**src/rtl/rv32_pkg.sv**
```systemverilog
// rv32_pkg -- shared definitions for the RV32 core control slice.
//
// Contents:
//   pctl_state_t : pipeline-control FSM state encoding (3 bits, exposed
//                  directly on rv32_pipe_ctrl.state_out for debug).
//   NOP_IW       : canonical NOP (addi x0, x0, 0) that the datapath loads
//                  into IF/ID or ID/EX when the matching flush is asserted.
package rv32_pkg;

    localparam logic [31:0] NOP_IW = 32'h0000_0013;

    typedef enum logic [2:0] {
        PCTL_RUN      = 3'd0,
        PCTL_HAZ      = 3'd1,
        PCTL_MEM_WAIT = 3'd2,
        PCTL_REDIRECT = 3'd3,
        PCTL_HALT     = 3'd4,
        PCTL_ERR      = 3'd5
    } pctl_state_t;

endpackage

```
**src/rtl/rv32_sat_cnt.sv**
```systemverilog
// rv32_sat_cnt -- enable-driven up-counter that sticks at all-ones.
//
// Ports:
//   clk     : rising-edge clock
//   reset_n : asynchronous active-low reset, clears count
//   en      : increment request for this cycle
//   count   : current value (W bits), never wraps
module rv32_sat_cnt #(
    parameter int W = 16
) (
    input  logic         clk,
    input  logic         reset_n,
    input  logic         en,
    output logic [W-1:0] count
);

    always_ff @(posedge clk or negedge reset_n) begin
        if (!reset_n) begin
            count <= '0;
        end else if (en && !(&count)) begin
            count <= count + 1'b1;
        end
    end

endmodule

```
**src/rtl/rv32_pipe_ctrl.sv**
```systemverilog
// rv32_pipe_ctrl -- 5-stage pipeline stall/flush/redirect controller.
//
// Ports:
//   clk, reset_n            : rising-edge clock, async active-low reset
//   dmem_busy               : MEM access pending, freezes the whole pipe
//   halt_req / resume       : enter HALT (EBREAK/ECALL retiring) / leave HALT
//   jump_req / jump_addr    : ID resolved a taken control transfer
//   hazard_req              : ID load-use hazard, bubble into EX
//   if_en..wb_en            : pipeline register enables
//   if_flush / id_flush     : load NOP_IW into IF/ID / ID/EX
//   pc_redirect / redirect_addr : PC load strobe and target (0 when idle)
//   halted / err            : in HALT / sticky memory-timeout
//   stall_cycles            : cycles with IF frozen outside HALT/ERR
//   flush_count             : cycles with any flush asserted
//   state_out               : current FSM state (pctl_state_t encoding)
//
// Handshake notes: all request inputs are level-sampled every cycle; there
// is no ready/acknowledge. The outputs are combinational from the
// registered state plus the current inputs, so a request is acted on in the
// cycle it is presented. Per-cycle priority:
//   ERR > dmem_busy > HALT/halt_req > (REDIRECT squash) > jump_req > hazard_req
// MAX_MEM_WAIT must be at least 1.
module rv32_pipe_ctrl
    import rv32_pkg::*;
#(
    parameter int MAX_MEM_WAIT = 15,
    parameter int CNT_W        = 32
) (
    input  logic             clk,
    input  logic             reset_n,
    input  logic             dmem_busy,
    input  logic             halt_req,
    input  logic             resume,
    input  logic             jump_req,
    input  logic [31:0]      jump_addr,
    input  logic             hazard_req,
    output logic             if_en,
    output logic             id_en,
    output logic             ex_en,
    output logic             mem_en,
    output logic             wb_en,
    output logic             if_flush,
    output logic             id_flush,
    output logic             pc_redirect,
    output logic [31:0]      redirect_addr,
    output logic             halted,
    output logic             err,
    output logic [CNT_W-1:0] stall_cycles,
    output logic [15:0]      flush_count,
    output logic [2:0]       state_out
);

    localparam int WC_W = $clog2(MAX_MEM_WAIT + 1);

    pctl_state_t     state, state_nxt;
    logic [WC_W-1:0] wait_cnt, wait_cnt_nxt;

    // Ungated control decisions; the ports below force them low in reset.
    logic if_en_c, id_en_c, ex_en_c, mem_en_c, wb_en_c;
    logic if_flush_c, id_flush_c, pc_redirect_c;

    logic stall_inc, flush_inc;

    // ------------------------------------------------------------------
    // State register
    // ------------------------------------------------------------------
    always_ff @(posedge clk or negedge reset_n) begin
        if (!reset_n) begin
            state    <= PCTL_RUN;
            wait_cnt <= '0;
        end else begin
            state    <= state_nxt;
            wait_cnt <= wait_cnt_nxt;
        end
    end

    // ------------------------------------------------------------------
    // Next state and control outputs
    // ------------------------------------------------------------------
    always_comb begin
        state_nxt     = PCTL_RUN;
        wait_cnt_nxt  = '0;
        if_en_c       = 1'b1;
        id_en_c       = 1'b1;
        ex_en_c       = 1'b1;
        mem_en_c      = 1'b1;
        wb_en_c       = 1'b1;
        if_flush_c    = 1'b0;
        id_flush_c    = 1'b0;
        pc_redirect_c = 1'b0;

        if (state == PCTL_ERR) begin
            // Terminal until reset.
            {if_en_c, id_en_c, ex_en_c, mem_en_c, wb_en_c} = 5'b0;
            state_nxt = PCTL_ERR;
        end else if (dmem_busy) begin
            {if_en_c, id_en_c, ex_en_c, mem_en_c, wb_en_c} = 5'b0;
            wait_cnt_nxt = wait_cnt + 1'b1;
            // This busy cycle is the MAX_MEM_WAIT-th in a row: give up.
            if (32'(wait_cnt) + 32'd1 >= 32'(MAX_MEM_WAIT)) begin
                state_nxt = PCTL_ERR;
            end else begin
                state_nxt = PCTL_MEM_WAIT;
            end
        end else if (state == PCTL_HALT) begin
            {if_en_c, id_en_c, ex_en_c, mem_en_c, wb_en_c} = 5'b0;
            state_nxt = resume ? PCTL_RUN : PCTL_HALT;
        end else if (halt_req) begin
            // Freeze on the retiring EBREAK/ECALL cycle so nothing younger
            // advances behind it before HALT takes over.
            {if_en_c, id_en_c, ex_en_c, mem_en_c, wb_en_c} = 5'b0;
            state_nxt = PCTL_HALT;
        end else if (state == PCTL_REDIRECT) begin
            // The ID slot holds the squashed wrong-path instruction, so its
            // jump/hazard requests are meaningless here.
            state_nxt = PCTL_RUN;
        end else if (jump_req) begin
            pc_redirect_c = 1'b1;
            if_flush_c    = 1'b1;
            state_nxt     = PCTL_REDIRECT;
        end else if (hazard_req) begin
            // Hold PC and IF/ID, push a bubble into EX, let older drain.
            if_en_c    = 1'b0;
            id_en_c    = 1'b0;
            id_flush_c = 1'b1;
            state_nxt  = PCTL_HAZ;
        end
    end

    assign if_en         = if_en_c & reset_n;
    assign id_en         = id_en_c & reset_n;
    assign ex_en         = ex_en_c & reset_n;
    assign mem_en        = mem_en_c & reset_n;
    assign wb_en         = wb_en_c & reset_n;
    assign if_flush      = if_flush_c & reset_n;
    assign id_flush      = id_flush_c & reset_n;
    assign pc_redirect   = pc_redirect_c & reset_n;
    assign redirect_addr = pc_redirect ? jump_addr : 32'h0;
    assign halted        = (state == PCTL_HALT) & reset_n;
    assign err           = (state == PCTL_ERR) & reset_n;
    assign state_out     = state;

    // ------------------------------------------------------------------
    // Performance counters
    // ------------------------------------------------------------------
    assign stall_inc = !if_en && (state != PCTL_HALT) && (state != PCTL_ERR);
    assign flush_inc = if_flush | id_flush;

    rv32_sat_cnt #(.W(CNT_W)) u_stall_cnt (
        .clk     (clk),
        .reset_n (reset_n),
        .en      (stall_inc),
        .count   (stall_cycles)
    );

    rv32_sat_cnt #(.W(16)) u_flush_cnt (
        .clk     (clk),
        .reset_n (reset_n),
        .en      (flush_inc),
        .count   (flush_count)
    );

endmodule
```
**config.mk**
```make
export PLATFORM = sky130hd
export DESIGN_NAME = rv32_pipe_ctrl
export DESIGN_NICKNAME = d
export VERILOG_FILES = /design/src/rtl/rv32_pkg.sv /design/src/rtl/rv32_sat_cnt.sv /design/src/rtl/rv32_pipe_ctrl.sv
export SDC_FILE = /design/constraint.sdc
export NUM_CORES = 1
export LEC_CHECK = 0
export CELL_PAD_IN_SITES_DETAIL_PLACEMENT = 1
export CELL_PAD_IN_SITES_GLOBAL_PLACEMENT = 1
export CORE_MARGIN = 4
export CORE_UTILIZATION = 33
export CTS_CLUSTER_SIZE = 12
export DETAILED_ROUTE_END_ITERATION = 16
export PLACE_DENSITY = 0.95
export SETUP_SLACK_MARGIN = 0.15
export SLEW_MARGIN = 20
export SYNTH_ARGS = -nofsm -noshare
export SYNTH_HDL_FRONTEND = slang
export SYNTH_SLANG_ARGS = --single-unit
```
**constraint.sdc**
```tcl
create_clock -name clk -period 7.1 [get_ports clk]
set_clock_uncertainty 0.15 [all_clocks]
set_input_delay 1.775 -clock clk [delete_from_list [all_inputs] [get_ports clk]]
set_output_delay 1.775 -clock clk [all_outputs]
set_load 0.02 [all_outputs]
```
==> impl_metrics.csv, run 1 <==
group,metric,value,unit
outcome,outcome,"finished, final reports clean",
sta,tns,0,ps
power,ir_drop,62.7,µV
critical_path,endpoint_kind,"output pin",
global_route,antenna_found_initial,0,
die,initial_core_util,0.342,
place,hpwl,7.28,mm
route,drt_pre_antenna_iters,4,
critical_path,path_max_fanout,34,
logic_synthesis,synthMuxAreaShare,0.0151,
logic_synthesis,synth_flop_cell,"dfrtp_1",
logic_synthesis,synth_top_area_frac,0.460,
route,drcViolationCount,0,
cts,post_cts_resized,0,
run,maxCapViolCount,0,
critical_path,reg2reg_setup_slack,4380,ps
route,drt-total-wl,9.13,mm
sta,slew_viol_final,0,
critical_path,cp.arrival,4460,ps
critical_path,cp-startpoint,"dmem_busy",
power,pwr_density_cell,117,mW/mm²
layout,drive_above_1_share,0.0491,
layout,seq_area,0.00138,mm²
logic_synthesis,synthesis.area,0.00299,mm²
logic_synthesis,synth_seq_cells,55,
logic_synthesis,synthArstFlopShare,1.00,
sta,period_share,0.899,
power,leakagePower,1.81,nW
layout,finalNetCount,470,
critical_path,r2r-start,"u_stall_cnt.count[18]$_DFFE_PN0P_",
critical_path,cp_slowest_cell,"and3_1",
critical_path,path_delay_family,"simple AND/OR/NAND/NOR gates",
cts,clkLatencyLatePin,300,ps
logic_synthesis,ys_warn_count,0,
critical_path,regToRegEndpoint,"u_stall_cnt.count[1]$_DFFE_PN0P_",
critical_path,worstSetupStartpointType,"input port",
route,first_iter_violations,66,
cts,clockRootBuffer,"clkbuf_8",
global_route,grtUsageTotal,0.171,
die,rows,34,
critical_path,crit_chain,"clkdlybuf4s50_1 -> nor3b_4 -> nand2_1 -> inv_1 -> and3_1 -> and2_1 -> clkdlybuf4s50_1",
sta,min_period,6390,ps
critical_path,worst-path-buf-inv,3,
critical_path,cp-endpoint,"redirect_addr[16]",
logic_synthesis,syn_area_per_cell,10.0,µm²
cts,path_clk_slew,100,ps
die,io_pins,132,
place,port-buffer-count,131,
route,postRouteAntennaNets,0,
die,die_h,103,µm
logic_synthesis,synth_top_cells_by_area,"dfrtp_1 (46%), xnor2_1 (11%), and2_1 (7.3%)",
critical_path,worst-path-stages,7,
global_route,grt_max_degree,58,
cts,cts_tree,"done",
sta,report.final.setup_viol,0,
sta,maxSlewHeadroom,0.464,
logic_synthesis,synth-simple-area-share,0.308,
logic_synthesis,synth_xor_xnor_area_share,0.132,
critical_path,path_class,"input port to output pin",
global_route,grt_pass1_wl,14.6,mm
sta,max_freq,0.157,GHz
cts,cts_buffers,5,
worst_hold_path,hp-class,"flop to flop",
route,drt-vias-per-instance,5.12,
layout,final_util,0.510,
logic_synthesis,synth_top_area_cell,"dfrtp_1",
layout,syn2layout_area_growth,49.4,%
critical_path,required,5180,ps
logic_synthesis,synthCells,298,
route,wl_per_cell,17.0,µm
die,die_area,0.0107,mm²
logic_synthesis,synth_top_family_by_area,"simple AND/OR/NAND/NOR gates",
global_route,grt_overflow,0,
critical_path,crit_top_cell,"clkdlybuf4s50_1",
logic_synthesis,synth_edf_count,0,
cts,htree_levels,2,
logic_synthesis,synth_cell_types,40,
critical_path,rr_worst_depth,5,
die,coreArea,0.00876,mm²
die,die-width,103,µm
logic_synthesis,synth_compound_area_frac,0.0410,
global_route,grt_pass1_vias,2905,
layout,antenna_cells,0,
layout,nFillCells,985,
layout,multiInputGateArea,0.00153,mm²
sta,rsz0062_at_grt,"false",
logic_synthesis,synth_nets,341,
place,place_inst,528,
cts,cts_sinks,55,
logic_synthesis,seq_area_frac_synth,0.460,
sta,holdWs,351,ps
route,vias,2743,
sta,worst_pin_slew,804,ps
logic_synthesis,synth_adder_area_share,0.0167,
power,power.total,0.523,mW
place,gp_congestion,0.797,
cts,cts_max_path_buffers,2,
cts,cts_hold_buf,0,
layout,fin_cells,536,
sta,hold_viol,0,
cts,cts_setup_buffers,0,
critical_path,slowest_delay,700,ps
how the worst min path moves through the flow:
stage | from | to | slack [ps] | cells after the start
final | u_stall_cnt.count[4]$_DFFE_PN0P_ | u_stall_cnt.count[4]$_DFFE_PN0P_ | 350 | 1
after global routing | u_stall_cnt.count[4]$_DFFE_PN0P_ | u_stall_cnt.count[4]$_DFFE_PN0P_ | 370 | 1
after CTS | u_stall_cnt.count[4]$_DFFE_PN0P_ | u_stall_cnt.count[4]$_DFFE_PN0P_ | 360 | 1
after detailed placement | u_stall_cnt.count[4]$_DFFE_PN0P_ | u_stall_cnt.count[4]$_DFFE_PN0P_ | 340 | 1
after global placement | u_stall_cnt.count[30]$_DFFE_PN0P_ | u_stall_cnt.count[30]$_DFFE_PN0P_ | 330 | 1
after floorplan | wait_cnt[0]$_DFF_PN0_ | wait_cnt[0]$_DFF_PN0_ | 320 | 1
sequential cells by signal, summed over array words and instances (netlist names):
name               count
state_out              3
u_stall_cnt.count     32
u_flush_cnt.count     16
wait_cnt               4
where the power goes:
group,internal (mW),switching [mW],leakage [nW]
combinational,0.0219,0.0140,1.03
sequential,0.314,0.00131,0.741
clock,0.0693,0.103,0.0412
final cells by class:
cell class                      instances  share of cell area
Multi-Input combinational cell        228               0.343
Sequential cell                        55               0.308
Timing Repair Buffer                  134               0.297
Tap cell                              108              0.0302
Clock buffer                            6              0.0162
Clock inverter                          2             0.00280
Inverter                                3             0.00252
cell usage after synthesis, drive strengths merged (4+ instances only):
library cell   n
xor2           8
o21ai          4
nand3         19
nor3b          4
dfrtp         55
nor2          19
nand2         25
mux2           4
and3          15
clkbuf         4
ha             4
and4           5
xnor2         37
nand4         23
and2          35
buf            8
kinds of logic (layout without fill, tap and decap cells):
| logic type | count (synthesis) | count (layout) |
|---|---|---|
| and+or+nand+nor | 159 | 159 |
| DFF | 55 | 55 |
| xor gates and xnor gates | 45 | 45 |
| AOI/OAI and AO/OA | 16 | 16 |
| buffers and inverters | 15 | 145 |
| adders and majority gates | 4 | 4 |
| muxes | 4 | 4 |
layout by cell type (no fill, tap or decap), drive strengths merged, types with 2 or more instances in the layout:
cell type,n
nor3b,4
and4,5
buf,4
nor4,2
nor3,2
nor2,19
nand3,19
xnor2,37
nand2,25
and2,35
nor4b,2
inv,3
o2111ai,2
nand2b,2
o21ai,4
clkdlybuf4s50,130
nor2b,3
ha,4
a21oi,3
xor2,8
and3,15
mux2,4
dfrtp,55
nand4,23
clkbuf,6
stage by stage:
step	setup WS [ps]	area [µm²]
final	714	4470
after detailed placement	651	4390
after global placement	857	4390
after floorplan	1870	2990
after CTS	656	4470
after global routing	435	4470
per-layer routing:
| layer | wire, µm | vias to the layer above | track usage |
|---|---|---|---|
| met5 | 0 | - | 0 |
| met4 | 53 | 0 | 0.0349 |
| met3 | 620 | 6 | 0.0349 |
| met1 | 3630 | 1364 | 0.206 |
| li1 | - | 1288 | - |
| met2 | 4830 | 85 | 0.314 |
No activity file was read; power rests on OpenSTA's default activity.
==> run 2, diff against run 1 <==
--- a/config.mk
+++ b/config.mk
@@ -11,6 +11,7 @@
 export CORE_UTILIZATION = 33
 export CTS_CLUSTER_SIZE = 12
 export DETAILED_ROUTE_END_ITERATION = 16
+export GPL_TIMING_DRIVEN = 0
 export PLACE_DENSITY = 0.95
 export SETUP_SLACK_MARGIN = 0.15
 export SLEW_MARGIN = 20
==> impl_metrics.csv, run 2 (synthesis gave the netlist of run 1 again) <==
group,metric,value,unit
cts,clockRootBuffer,"clkbuf_8",
layout,largest_registers,"u_stall_cnt.count (32), u_flush_cnt.count (16), wait_cnt (4)",
cts,clkLatencyLatePin,300,ps
layout,final_cell_area,0.00454,mm²
power,power.total,0.569,mW
sta,maxSlewHeadroom,0.512,
outcome,outcome,"finished, final reports clean",
sta,report.final.setup_viol,0,
run,maxCapViolCount,0,
cts,post_cts_resized,0,
power,ir_drop,110,µV
die,coreArea,0.00876,mm²
sta,slew_viol_final,0,
place,place_inst,536,
global_route,grt_max_degree,59,
sta,max_freq,0.160,GHz
place,placed_area,0.00443,mm²
layout,finalNetCount,478,
die,die_h,103,µm
die,io_pins,132,
critical_path,path_delay_family,"buffers and inverters",
critical_path,required,5180,ps
route,first_iter_violations,92,
layout,final_util,0.519,
sta,rsz0062_at_grt,"false",
layout,drive_above_1_share,0.0619,
power,pwr_density_cell,125,mW/mm²
critical_path,path_class,"input port to output pin",
sta,period_share,0.882,
sta,hold_viol,0,
global_route,grt_pass1_vias,2878,
critical_path,cp.arrival,4330,ps
critical_path,slowest_delay,600,ps
die,initial_core_util,0.342,
layout,top_register,"u_stall_cnt.count",
critical_path,worst-path-buf-inv,4,
layout,nFillCells,955,
route,postRouteAntennaNets,0,
route,drt_pre_antenna_iters,4,
global_route,grt_overflow,0,
die,rows,34,
critical_path,endpoint_kind,"output pin",
route,drt-vias-per-instance,5.07,
layout,syn2layout_area_growth,51.8,%
global_route,grtUsageTotal,0.171,
power,leakagePower,1.86,nW
layout,most-common-layout-cells,"clkdlybuf4s50_1 (129), dfrtp_1 (55), xnor2_1 (37), and2_1 (35), nand2_1 (25)",
cts,cts_max_path_buffers,2,
cts,cts_setup_buffers,0,
route,wl_per_cell,16.9,µm
cts,cts_hold_buf,0,
worst_hold_path,hp-class,"flop to flop",
route,drcViolationCount,0,
route,vias,2757,
sta,worst_pin_slew,733,ps
layout,fin_cells,544,
place,hpwl,7.33,mm
layout,layout_commonest_cell,"clkdlybuf4s50_1",
cts,htree_levels,2,
global_route,grt_pass1_wl,14.6,mm
critical_path,crit_chain,"buf_4 -> nor3b_4 -> nand2_1 -> inv_1 -> and3_1 -> clkbuf_1 -> and2_1 -> clkdlybuf4s50_1",
cts,cts_sinks,55,
cts,cts_tree,"done",
global_route,antenna_found_initial,0,
die,die-width,103,µm
place,gp_congestion,0.803,
sta,min_period,6260,ps
critical_path,path_max_fanout,58,
layout,antenna_cells,0,
route,drt-total-wl,9.17,mm
cts,path_clk_slew,100,ps
cts,cts_buffers,5,
critical_path,worstSetupStartpointType,"input port",
critical_path,cp_slowest_cell,"clkdlybuf4s50_1",
layout,largest_reg_flops,32,
die,die_area,0.0107,mm²
place,port-buffer-count,130,
-- run 2: metrics by stage --
step                      hold WS, ps  setup slack [ps]  setup TNS, ps
after floorplan                   320              1870              0
after global placement            330             -1030         -33870
after detailed placement          341               757              0
after CTS                         358               760              0
after global routing              386               568              0
final                             352               841              0
-- run 2: area by class of cell --
cell class                      instances  area (µm²)  share of cell area
Multi-Input combinational cell        228        1530               0.338
Buffer                                 12        71.3              0.0157
Timing Repair Buffer                  130        1300               0.286
Inverter                                3        11.3             0.00248
Sequential cell                        55        1380               0.303
Tap cell                              108         135              0.0297
Clock inverter                          2        35.0             0.00771
Clock buffer                            6        82.6              0.0182
-- run 2: routing by layer --
layer  global-route usage  vias to the layer above  wire length [µm]
li1                     -                     1307                 -
met1                0.207                     1364              3690
met2                0.320                       82              4790
met3               0.0349                        4               639
met4               0.0209                        0                54
met5                    0                        -                 0
-- run 2: report_power, final --
part           internal (mW)  switching [mW]  total [mW]
Clock                  0.114           0.104       0.218
Combinational         0.0218          0.0138      0.0356
Sequential             0.314         0.00124       0.315
Total                  0.450           0.119       0.569
-- run 2: worst paths after layout --
check	slack, ps	to	from	cells after the start
hold reg to reg	350	u_stall_cnt.count[30]$_DFFE_PN0P_	u_stall_cnt.count[30]$_DFFE_PN0P_	1
setup reg to reg	4780	u_stall_cnt.count[1]$_DFFE_PN0P_	u_stall_cnt.count[20]$_DFFE_PN0P_	5
hold / removal	350	u_stall_cnt.count[30]$_DFFE_PN0P_	u_stall_cnt.count[30]$_DFFE_PN0P_	1
setup / recovery	840	redirect_addr[23]	reset_n	8
max in group asynchronous	4940	u_flush_cnt.count[4]$_DFFE_PN0P_	reset_n	1
min in group asynchronous	1380	u_stall_cnt.count[19]$_DFFE_PN0P_	reset_n	1
-- run 2: worst reg2reg max path, cell delays in order, from the launching register on --
cell,delay (ps)
dfrtp_1,440
nand4_1,240
nor4_4,480
nand4_1,320
nand2_1,220
mux2_2,360
